===== src/rtl/bsdec_pkg.sv =====
// Shared state encoding and default sizing for the stochastic bitstream decoder.
package bsdec_pkg;

  typedef enum logic [1:0] {
    IDLE  = 2'd0,
    COUNT = 2'd1,
    DONE  = 2'd2
  } bsdec_state_e;

  localparam int BSDEC_WINDOW_LOG2 = 16;
  localparam int BSDEC_OUT_WIDTH   = 8;

endpackage


===== src/rtl/bitstream_decoder.sv =====
// Counts ones of a unipolar stochastic bitstream over a 2^WINDOW_LOG2 window and reports a scaled result.
// Build option BSDEC_CONTINUOUS_EN: back-to-back windows with a sticky overrun flag.
module bitstream_decoder
  import bsdec_pkg::*;
#(
  parameter int WINDOW_LOG2 = BSDEC_WINDOW_LOG2,
  parameter int OUT_WIDTH   = BSDEC_OUT_WIDTH
) (
  input  logic                 clk,
  input  logic                 rst,
  input  logic                 start,
  input  logic                 x,
  output logic [OUT_WIDTH-1:0] y,
  output logic                 valid,
  input  logic                 ready,
  output logic                 busy,
  output logic                 overrun
);

  localparam logic [1:0] S_IDLE  = IDLE;
  localparam logic [1:0] S_COUNT = COUNT;
  localparam logic [1:0] S_DONE  = DONE;

  // Largest value y can hold, widened to the ones-counter width for comparison.
  localparam logic [WINDOW_LOG2:0] SAT_LIMIT =
    {{(WINDOW_LOG2 + 1 - OUT_WIDTH){1'b0}}, {OUT_WIDTH{1'b1}}};

  logic [1:0]             state_r;
  logic [WINDOW_LOG2-1:0] sample_cnt_r;
  logic [WINDOW_LOG2:0]   ones_cnt_r;
  logic [OUT_WIDTH-1:0]   y_r;
  logic                   valid_r;
  logic                   busy_r;

  logic [WINDOW_LOG2:0]   ones_next_s;
  logic [WINDOW_LOG2:0]   shifted_s;
  logic [OUT_WIDTH-1:0]   y_scaled_s;
  logic                   window_end_s;

  // Next ones count including this cycle's sample, and the saturated scaled result.
  always_comb begin
    ones_next_s  = ones_cnt_r + {{WINDOW_LOG2{1'b0}}, x};
    window_end_s = (sample_cnt_r == {WINDOW_LOG2{1'b1}});
    shifted_s    = ones_next_s >> (WINDOW_LOG2 - OUT_WIDTH);
    if (shifted_s > SAT_LIMIT) begin
      y_scaled_s = {OUT_WIDTH{1'b1}};
    end else begin
      y_scaled_s = shifted_s[OUT_WIDTH-1:0];
    end
  end

`ifdef BSDEC_CONTINUOUS_EN
  logic overrun_r;
`endif

  // Window FSM, counters and result registers.
  always_ff @(posedge clk) begin
    if (rst) begin
      state_r      <= S_IDLE;
      sample_cnt_r <= '0;
      ones_cnt_r   <= '0;
      y_r          <= '0;
      valid_r      <= 1'b0;
      busy_r       <= 1'b0;
`ifdef BSDEC_CONTINUOUS_EN
      overrun_r    <= 1'b0;
`endif
    end else begin
      case (state_r)
        S_IDLE: begin
          if (start) begin
            state_r      <= S_COUNT;
            sample_cnt_r <= '0;
            ones_cnt_r   <= '0;
            busy_r       <= 1'b1;
          end
        end
        S_COUNT: begin
          // The sample counter wraps to zero at window end, which also primes the next window.
          sample_cnt_r <= sample_cnt_r + WINDOW_LOG2'(1);
          ones_cnt_r   <= ones_next_s;
          if (window_end_s) begin
            ones_cnt_r <= '0;
            y_r        <= y_scaled_s;
            valid_r    <= 1'b1;
`ifdef BSDEC_CONTINUOUS_EN
            if (valid_r && !ready) begin
              overrun_r <= 1'b1;
            end
`else
            state_r    <= S_DONE;
            busy_r     <= 1'b0;
`endif
          end
`ifdef BSDEC_CONTINUOUS_EN
          else if (valid_r && ready) begin
            valid_r <= 1'b0;
          end
`endif
        end
        S_DONE: begin
          if (valid_r && ready) begin
            valid_r <= 1'b0;
            state_r <= S_IDLE;
          end
        end
        default: begin
          state_r <= S_IDLE;
          valid_r <= 1'b0;
          busy_r  <= 1'b0;
        end
      endcase
    end
  end

  assign y     = y_r;
  assign valid = valid_r;
  assign busy  = busy_r;
`ifdef BSDEC_CONTINUOUS_EN
  assign overrun = overrun_r;
`else
  assign overrun = 1'b0;
`endif

endmodule


===== config.mk =====
export PLATFORM = sky130hd
export DESIGN_NAME = bitstream_decoder
export DESIGN_NICKNAME = d
export VERILOG_FILES = /design/src/rtl/bsdec_pkg.sv /design/src/rtl/bitstream_decoder.sv
export SDC_FILE = /design/constraint.sdc
export NUM_CORES = 1
export LEC_CHECK = 0
export CORE_AREA = 5 5 66 68
export DETAILED_ROUTE_END_ITERATION = 8
export DIE_AREA = 0 0 71 73
export PLACE_DENSITY_LB_ADDON = 0.12
export RECOVER_POWER = 25
export SLEW_MARGIN = 10
export SYNTH_ARGS = -nofsm -noshare
export SYNTH_HDL_FRONTEND = slang
export SYNTH_SLANG_ARGS = --single-unit

===== constraint.sdc =====
create_clock -name clk -period 3.9 [get_ports clk]
set_clock_uncertainty 0.15 [all_clocks]
set_input_delay 0.78 -clock clk [delete_from_list [all_inputs] [get_ports clk]]
set_output_delay 0.78 -clock clk [all_outputs]
set_load 0.01 [all_outputs]

* After elaboration in Yosys (flattened, before gate mapping)
Index checks and enable logic that the tools add are counted.
Storage, ports and cells: register bits after elaboration 45, input port bits 5, output and inout bits 11, word-level logic and storage cells 41
Operators by class: add/sub/neg operators 2, magnitude comparators 1, eq/ne operators 6, muxes and demuxes 16, bitwise logic cells 2, reduce and logical (&&, ||, !) cells 8
Operators by type and width (number):
- 2-to-1 mux 17 bit | 2
- one-hot mux 17 bit (2 select lines) | 1
- one-hot mux 16 bit (2 select lines) | 1
- adder 17 x 1 -> 17 bit | 1
- adder 16 x 1 -> 16 bit (second input constant) | 1
- equality test 16 bit (second input constant) | 1
- 2-to-1 mux 16 bit | 1
- > comparator 9 x 8 -> 1 bit (second input constant) | 1
- AND reduction 3 bit | 3
- 2-to-1 mux 8 bit | 1
- 2-to-1 mux 2 bit | 3
- != test 2 bit (second input constant) | 3
- one-hot mux 1 bit (3 select lines) | 2
- one-hot mux 2 bit (3 select lines) | 1
- 2-to-1 mux 1 bit | 4
- AND reduction 2 bit | 2
- equality test 2 x 1 -> 1 bit (second input constant) | 1
- equality test 2 bit (second input constant) | 1
- logical NOT 2 bit | 1
- NOT 1 bit | 2
- nonzero test 2 bit | 1
- logical AND 1 bit | 1

* Longest topological paths before layout
Gate-level depths: netlist of the first run.
word-level depth 3, depth in mapped cells 8, mapped depth without buffers 7

* Worst setup path after synthesis of the first run
Ideal clock, no wire load.
path kind input to register, start point input x, end point register y_r[4], in the netlist y[4], library setup time 149 ps, arrival 2176 ps, data required time 3601 ps, setup slack 1425 ps, cell stages on the path 8, buffers on the path 1, cell sequence ha_1 ha_1 and3_1 clkbuf_1 nand2_1 nor3_1 xnor2_1 a311oi_1
On the way: cells in the longest elaborated chain, start to end 3
Ends and longest elaborated chain:
- start: declaration | RTL line bitstream_decoder.sv:12 | input logic x,
- adder 17 x 1 -> 17 bit (*) | RTL line bitstream_decoder.sv:42 | ones_next_s = ones_cnt_r + {{WINDOW_LOG2{1'b0}}, x};
- > comparator 9 x 8 -> 1 bit | RTL line bitstream_decoder.sv:45 | if (shifted_s > SAT_LIMIT) begin
- 2-to-1 mux 8 bit (*) | RTL line bitstream_decoder.sv:45
- end signal: assignment | RTL line bitstream_decoder.sv:84 | y_r <= y_scaled_s;
- end: declaration | RTL line bitstream_decoder.sv:31 | logic [OUT_WIDTH-1:0] y_r;
Mark *: on every way between the ends. The rest lies on a longest branch, timed or not. A chain may end at the register's enable or synchronous reset.

* Final worst setup path of the first run
Same ends and word-level chain as after synthesis.

==> metrics.txt, run 1 <==
Max IR drop VDD=between 200 and 250 uV; Final nets=approximately 280; port bufs=14; most frequent cell after synthesis=dfxtp_1; f_max=0.364 GHz; setup ws final=around 1.2 ns; PD cells=around 350 nW/um^2; initial antenna violation count=0; synth top area cells=dfxtp_1 (42%), nor2_1 (6.2%), nand2_1 (5.1%); wire per inst=approximately 13 um; CTS tree=yes; post-detail-place hpwl=just under 3000 um; Max transition margin=about half; yosys warns=0; hold buffers post-CTS=0; EDFF count, synth=0; fin crit share=between 70% and 80%; WS Path Type=input pin to flip-flop; status=completed; Die Y=approximately 73 um; Num CTS Buffers=5; Synth Cell Area=2120 sq um; ant diodes=0; Worst setup EP type=flip-flop; CTS sink cnt=45; DRT iter0 DRCs=93; Hold Crit Class=flip-flop to flip-flop; die area=roughly 5200 sq um; Lkg Pwr=slightly below 0.0008 uW; Synth async-reset ratio=0%; via/cell ratio=5.84; vias in the first global route=approximately 1700; Max Buffers Root-to-Sink=2; Arr. time, crit path=~2.7 ns; post_cts resized=0; H-tree lvl count=2; Commonest cells post-synth=dfxtp_1 (45), nor2_1 (35), nand2_1 (29); # fillers=348; Distinct cells, synth=44; Final Hold Viols=0; Avg Cell Area, Syn=between 8 and 9 sq um; worst slack at placement=0.839 ns; DRC viols=0; share of the synthesized area in the top cell type=between 40% and 50%; Final ANT Viol Nets=0; I/O pin total=16; #FFs+latches synth=45; syn_nets=267; Post-Syn Instances=259; post-synthesis sequential area ratio=42.5%; total setup buffers inserted after CTS=0; post-synth top area cell=dfxtp_1; Worst-path clk slew=roughly 0.08 ns; Sum Neg Setup Slack=0 ns; routability cong.=a little under 0.8; area delta synth->final=11.3%; CTS root buf=clkbuf_8; total gr overflow=0; num rows=23; unrepaired setup endpoints after global routing=no; die width=71 um; Via Count=approximately 1900; share of cells above drive strength 1=about 5.2%; drt total wl=~4200 um; count of pins over their slew limit=0; Starting Density=55.9%; Max FO, Critical Path=9; largest net degree at the start of global routing=35; first-pass GRT wire length=7150 um; Startpoint Class=input pin; Worst-Margin Slew=about 0.75 ns; DRT Pass-1 Iters=4; Final min period=between 2 and 3 ns; # setup viols final=0; CP required=~4 ns; gr usage total=~17%; max cap viols=0; Worst-Skew Late Latency=0.29 ns; Most used DFF post-synth=dfxtp_1; CORE AREA=~3800 sq um
## stage by stage
step / instances / instance area [sq um] / util (%) / total power (uW) / hold WS (ns)
6_report: 319 / 2360 / 62.2 / 828 / 0.332
5_1_grt: 319 / 2360 / 62.2 / 864 / 0.365
2_1_floorplan: 259 / 2120 / - / 535 / 0.296
4_1_cts: 319 / 2360 / 62.2 / 840 / 0.339
3_3_place_gp: 312 / 2280 / 59.9 / 557 / 0.311
3_5_place_dp: 312 / 2280 / 59.9 / 557 / 0.324
## cell usage in the layout, fill, tap and decap left out, types with 2 or more instances in the layout
master / n
or4_1: 3
ha_1: 3
a31oi_1: 10
nand2b_1: 3
a211oi_1: 3
o21bai_1: 2
and4_1: 2
a311oi_1: 9
or3_1: 3
dlygate4sd3_1: 6
and3_1: 5
nor4_1: 2
nand2_1: 29
nor2b_1: 2
nand4_1: 4
nor3_1: 5
clkdlybuf4s50_1: 8
nand3b_1: 2
xnor2_1: 8
clkbuf_8: 6
dfxtp_1: 45
a21oi_1: 15
mux2_2: 3
o22ai_1: 3
nand3_1: 10
inv_1: 6
o21ai_0: 16
a22oi_1: 4
nor2_1: 35
## layout make-up
type | instances | area (sq um) | area share [%]
clock buffer | 7 | 86.3 | 3.65
tap | 50 | 62.6 | 2.65
sequential | 45 | 901 | 38.1
timing repair buffer | 15 | 148 | 6.25
inverter | 6 | 22.5 | 0.953
multi-input combinational | 196 | 1140 | 48.4
## routing by layer
metal / vias up / track usage, % / wire length [um]
li1: 961 / - / -
met1: 859 / 22.9 / 2220
met2: 37 / 26.0 / 1750
met3: 5 / 3.99 / 209
met4: 0 / 7.31 / 46
met5: - / 0 / 0
## final timing paths
check                                      from  endpoint  slack (ns)  depth (start not counted)
worst max-delay path                          x      y[4]        1.16                          8
worst min-delay path                       busy      busy        0.33                          2
worst max register to register  sample_cnt_r[0]      y[0]        1.38                          6
worst min register to register             busy      busy        0.33                          2
## report_power, final
group	switching, uW	leakage, uW	internal (uW)	total [uW]
clock network	141	0.0000443	141	282
registers	6.56	0.000363	465	472
logic	52.6	0.000380	21.7	74.4
## state kept, by name, indices dropped and copies added, names as in the netlist
| signal | count |
|---|---|
| busy | 1 |
| state_r | 2 |
| sample_cnt_r | 16 |
| y | 8 |
| valid | 1 |
| ones_cnt_r | 17 |
## worst max-delay path, stage by stage
cell             delay [ns]
clkdlybuf4s50_1        0.40
ha_1                   0.21
ha_1                   0.20
and3_1                 0.24
nand2_1                0.12
nor3_1                 0.08
xnor2_1                0.52
a311oi_1               0.18
## cell families (layout without fill, tap and decap cells)
family | Yosys count | after routing | share of synthesized area [%]
AOI/OAI and AO/OA | 69 | 69 | 20.8
xor gates and xnor gates | 9 | 9 | 3.71
and+or+nand+nor | 111 | 111 | 25.8
adders and majority gates | 3 | 3 | 1.77
DFF | 45 | 45 | 42.5
buffers and inverters | 18 | 28 | 3.71
muxes | 3 | 3 | 1.59
other | 1 | 1 | 0.177
(Power assumes the default switching activity.)
==> inputs of run 2 (changes only) <==
--- a/config.mk
+++ b/config.mk
@@ -5,9 +5,9 @@
 export SDC_FILE = /design/constraint.sdc
 export NUM_CORES = 1
 export LEC_CHECK = 0
-export CORE_AREA = 5 5 66 68
+export CORE_AREA = 5 5 70 72
 export DETAILED_ROUTE_END_ITERATION = 8
-export DIE_AREA = 0 0 71 73
+export DIE_AREA = 0 0 75 77
 export PLACE_DENSITY_LB_ADDON = 0.12
 export RECOVER_POWER = 25
 export SLEW_MARGIN = 10
==> constraint.sdc (replaced) <==
create_clock -name clk -period 2.5 [get_ports clk]
set_clock_uncertainty 0.15 [all_clocks]
set_input_delay 0.5 -clock clk [delete_from_list [all_inputs] [get_ports clk]]
set_output_delay 0.5 -clock clk [all_outputs]
set_load 0.01 [all_outputs]
==> metrics.txt, run 2 (synthesis results as in run 1) <==
Final Hold Viols=0 (unchanged); CTS tree=yes (unchanged); CP peak stage delay=0.60 ns (was 0.52 ns); Min-Delay Endpoint=sample_cnt_r[0] (was busy); count of pins over their slew limit=0 (unchanged); Final ANT Viol Nets=0 (unchanged); post-detail-place hpwl=3310 um (was 2930 um); vias in the first global route=1717 (was 1652); Die Y=77 um (was 73 um); Hold Crit Class=flip-flop to flip-flop (unchanged); Arr. time, crit path=2.41 ns (was 2.73 ns); I/O pin total=16 (unchanged); DRT iter0 DRCs=169 (was 93); met1 Use GR=27.0% (was 22.9%); area delta synth->final=17.9% (was 11.3%); initial antenna violation count=0 (unchanged); DP Cell Count=331 (was 312); unrepaired setup endpoints after global routing=no (unchanged); CTS sink cnt=45 (unchanged); met2 GRT Util=23.2% (was 26.0%); max FFs per register=17 (unchanged); Max transition margin=66.4% (was 49.6%); Final min period=2.34 ns; Via Count=1929 (was 1862); max cap viols=0 (unchanged); drt total wl=4700 um (was 4240 um); wire per inst=13.8 um (was 13.3 um); dpl cell area=2410 sq um (was 2280 sq um); CTS root buf=clkbuf_8 (unchanged); FF-to-FF path depth=7 (was 6); Post-Layout Cell Count=341 (was 319); num rows=24 (was 23); sw frac=27.3% (was 24.2%); final core utilization=59.1% (was 62.2%); Num CTS Buffers=5 (unchanged); FF-to-FF Start=sample_cnt_r[1] (was sample_cnt_r[0]); total gr overflow=0 (unchanged); Max FO, Critical Path=6 (was 9); sequential share of power=55.3% (was 57.0%); Max IR drop VDD=375 uV (was 207 uV); Starting Density=50.1% (was 55.9%); hold buffers post-CTS=0 (unchanged); Worst-path clk slew=0.09 ns (was 0.08 ns); met3 Track Usage GR=3.40% (was 3.99%); commonest non-fill, non-tap cell in the layout=dfxtp_1 (unchanged); Logic pwr share=9.8% (was 9.0%); worst r2r dst=y[2] (was y[0]); die width=75 um (was 71 um); via/cell ratio=5.66 (was 5.84); Crit-path slowest cell=or4_4 (was xnor2_1); gr usage total=17.8% (was 16.9%); f_max=roughly 0.43 GHz; CP cell instances=ha_1 -> nand3_2 -> or4_4 -> nor3_4 -> buf_4 -> nor2_1 -> a311oi_1 (was clkdlybuf4s50_1 -> ha_1 -> ha_1 -> and3_1 -> nand2_1 -> nor3_1 -> xnor2_1 -> a311oi_1); DRT Pass-1 Iters=4 (unchanged); die area=5780 sq um (was 5180 sq um); port bufs=14 (unchanged); Lkg Pwr=0.000859 uW (was 0.000787 uW); fin crit share=between 90% and 100%; Worst-Margin Slew=0.504 ns (was 0.755 ns); hold path start=sample_cnt_r[0] (was busy); PD cells=532 nW/um^2 (was 351 nW/um^2); Hold Crit Depth=1 (was 2); busiest layer in global routing=met1 (was met2); setup slack, reg-to-reg=0.16 ns (was 1.38 ns); Clk pwr share=34.9% (was 34.0%); # setup viols final=0 (unchanged); largest net degree at the start of global routing=20 (was 35); Bufs and invs on worst path=1 (unchanged); Final Instance Area=2500 sq um (was 2360 sq um); status=completed (unchanged); Final nets=296 (was 277); ant diodes=0 (unchanged); WS Path Type=flip-flop to flip-flop (was input pin to flip-flop); CP required=2.57 ns (was 3.89 ns); routability cong.=0.806 (was 0.783); Max Buffers Root-to-Sink=2 (unchanged); CORE AREA=4230 sq um (was 3800 sq um); Largest Register=ones_cnt_r (unchanged); Worst-Skew Late Latency=0.31 ns (was 0.29 ns); H-tree lvl count=2 (unchanged); Sum Neg Setup Slack=0 ns (unchanged); Startpoint Class=flip-flop (was input pin); cell-internal power=968 uW (was 628 uW); total power=1330 uW (was 828 uW); most frequent cells in the layout=dfxtp_1 (44), nor2_1 (35), nand2_1 (29) (was dfxtp_1 (45), nor2_1 (35), nand2_1 (29)); cell family with most CP delay=simple AND/OR/NAND/NOR gates (was XOR/XNOR gates); DRC viols=0 (unchanged); switching power=364 uW (was 201 uW); first-pass GRT wire length=8070 um (was 7150 um); Worst setup EP type=flip-flop (unchanged); share of cells above drive strength 1=11.8% (was 5.20%)
-- run 2: worst register-to-register path, delay by kind of cell, from the launching register on --
| family | cells | cell delay, ns |
|---|---|---|
| AO/OA/AOI/OAI | 1 | 0.24 |
| AND/OR/NAND/NOR | 4 | 1.05 |
| adder cells (fa/ha/maj) | 1 | 0.25 |
| buffers and inverters | 1 | 0.18 |
| flip-flops | 1 | 0.39 |
-- run 2: repair_timing --
item | 4_1_cts | 5_1_grt
setup endpoints to repair | 0 | 5
setup buffers | 0 | 2
gates resized for setup | 0 | 1
-- run 2: worst max path at each step --
stage / slack, ns / endpoint / from / cells after the start
after floorplan: 0.30 / y[4] / x / 8
after global placement: -0.02 / y[6] / x / 9
after detailed placement: -0.08 / y[2] / x / 9
after CTS: 0.08 / y[7] / sample_cnt_r[0] / 7
after global routing: 0.004 / y[2] / sample_cnt_r[1] / 7
final: 0.16 / y[2] / sample_cnt_r[1] / 7
-- run 2: power by group through the flow --
stage | logic, uW | clock network (uW) | registers, uW
5_1_grt | 146 | 510 | 740
3_3_place_gp | 136 | 0 | 753
2_1_floorplan | 82.1 | 0 | 752
6_report | 131 | 464 | 737
3_5_place_dp | 136 | 0 | 754
4_1_cts | 136 | 474 | 737
-- run 2: layer usage --
layer	wire length [um]	part of all wire, %
met3	248	5.3
met1	2410	51
met5	0	0
met2	1930	41
met4	102	2.2
-- run 2: through the flow --
stage | worst slack, ns | hold slack, ns
detailed placement | -0.0804 | 0.325
floorplan | 0.305 | 0.296
finish | 0.165 | 0.331
CTS | 0.0834 | 0.338
global route | 0.00396 | 0.362
global placement | -0.0168 | 0.317
-- run 2: cell type report --
type                            instances  area [sq um]
Fill cell                             390          1730
Multi-Input combinational cell        196          1140
Sequential cell                        45           902
Timing Repair Buffer                   34           279
Clock buffer                            5          68.8
Tap cell                               52          65.1
Clock inverter                          3          22.5
Inverter                                6          22.5
==> inputs of run 3 (changes only) <==
--- a/config.mk
+++ b/config.mk
@@ -10,7 +10,7 @@
 export DIE_AREA = 0 0 75 77
 export PLACE_DENSITY_LB_ADDON = 0.12
 export RECOVER_POWER = 25
-export SLEW_MARGIN = 10
+export SLEW_MARGIN = 5
 export SYNTH_ARGS = -nofsm -noshare
 export SYNTH_HDL_FRONTEND = slang
 export SYNTH_SLANG_ARGS = --single-unit
==> results of run 3 <==
No change in the layout: final DEF, timing and power equal those of run 2.
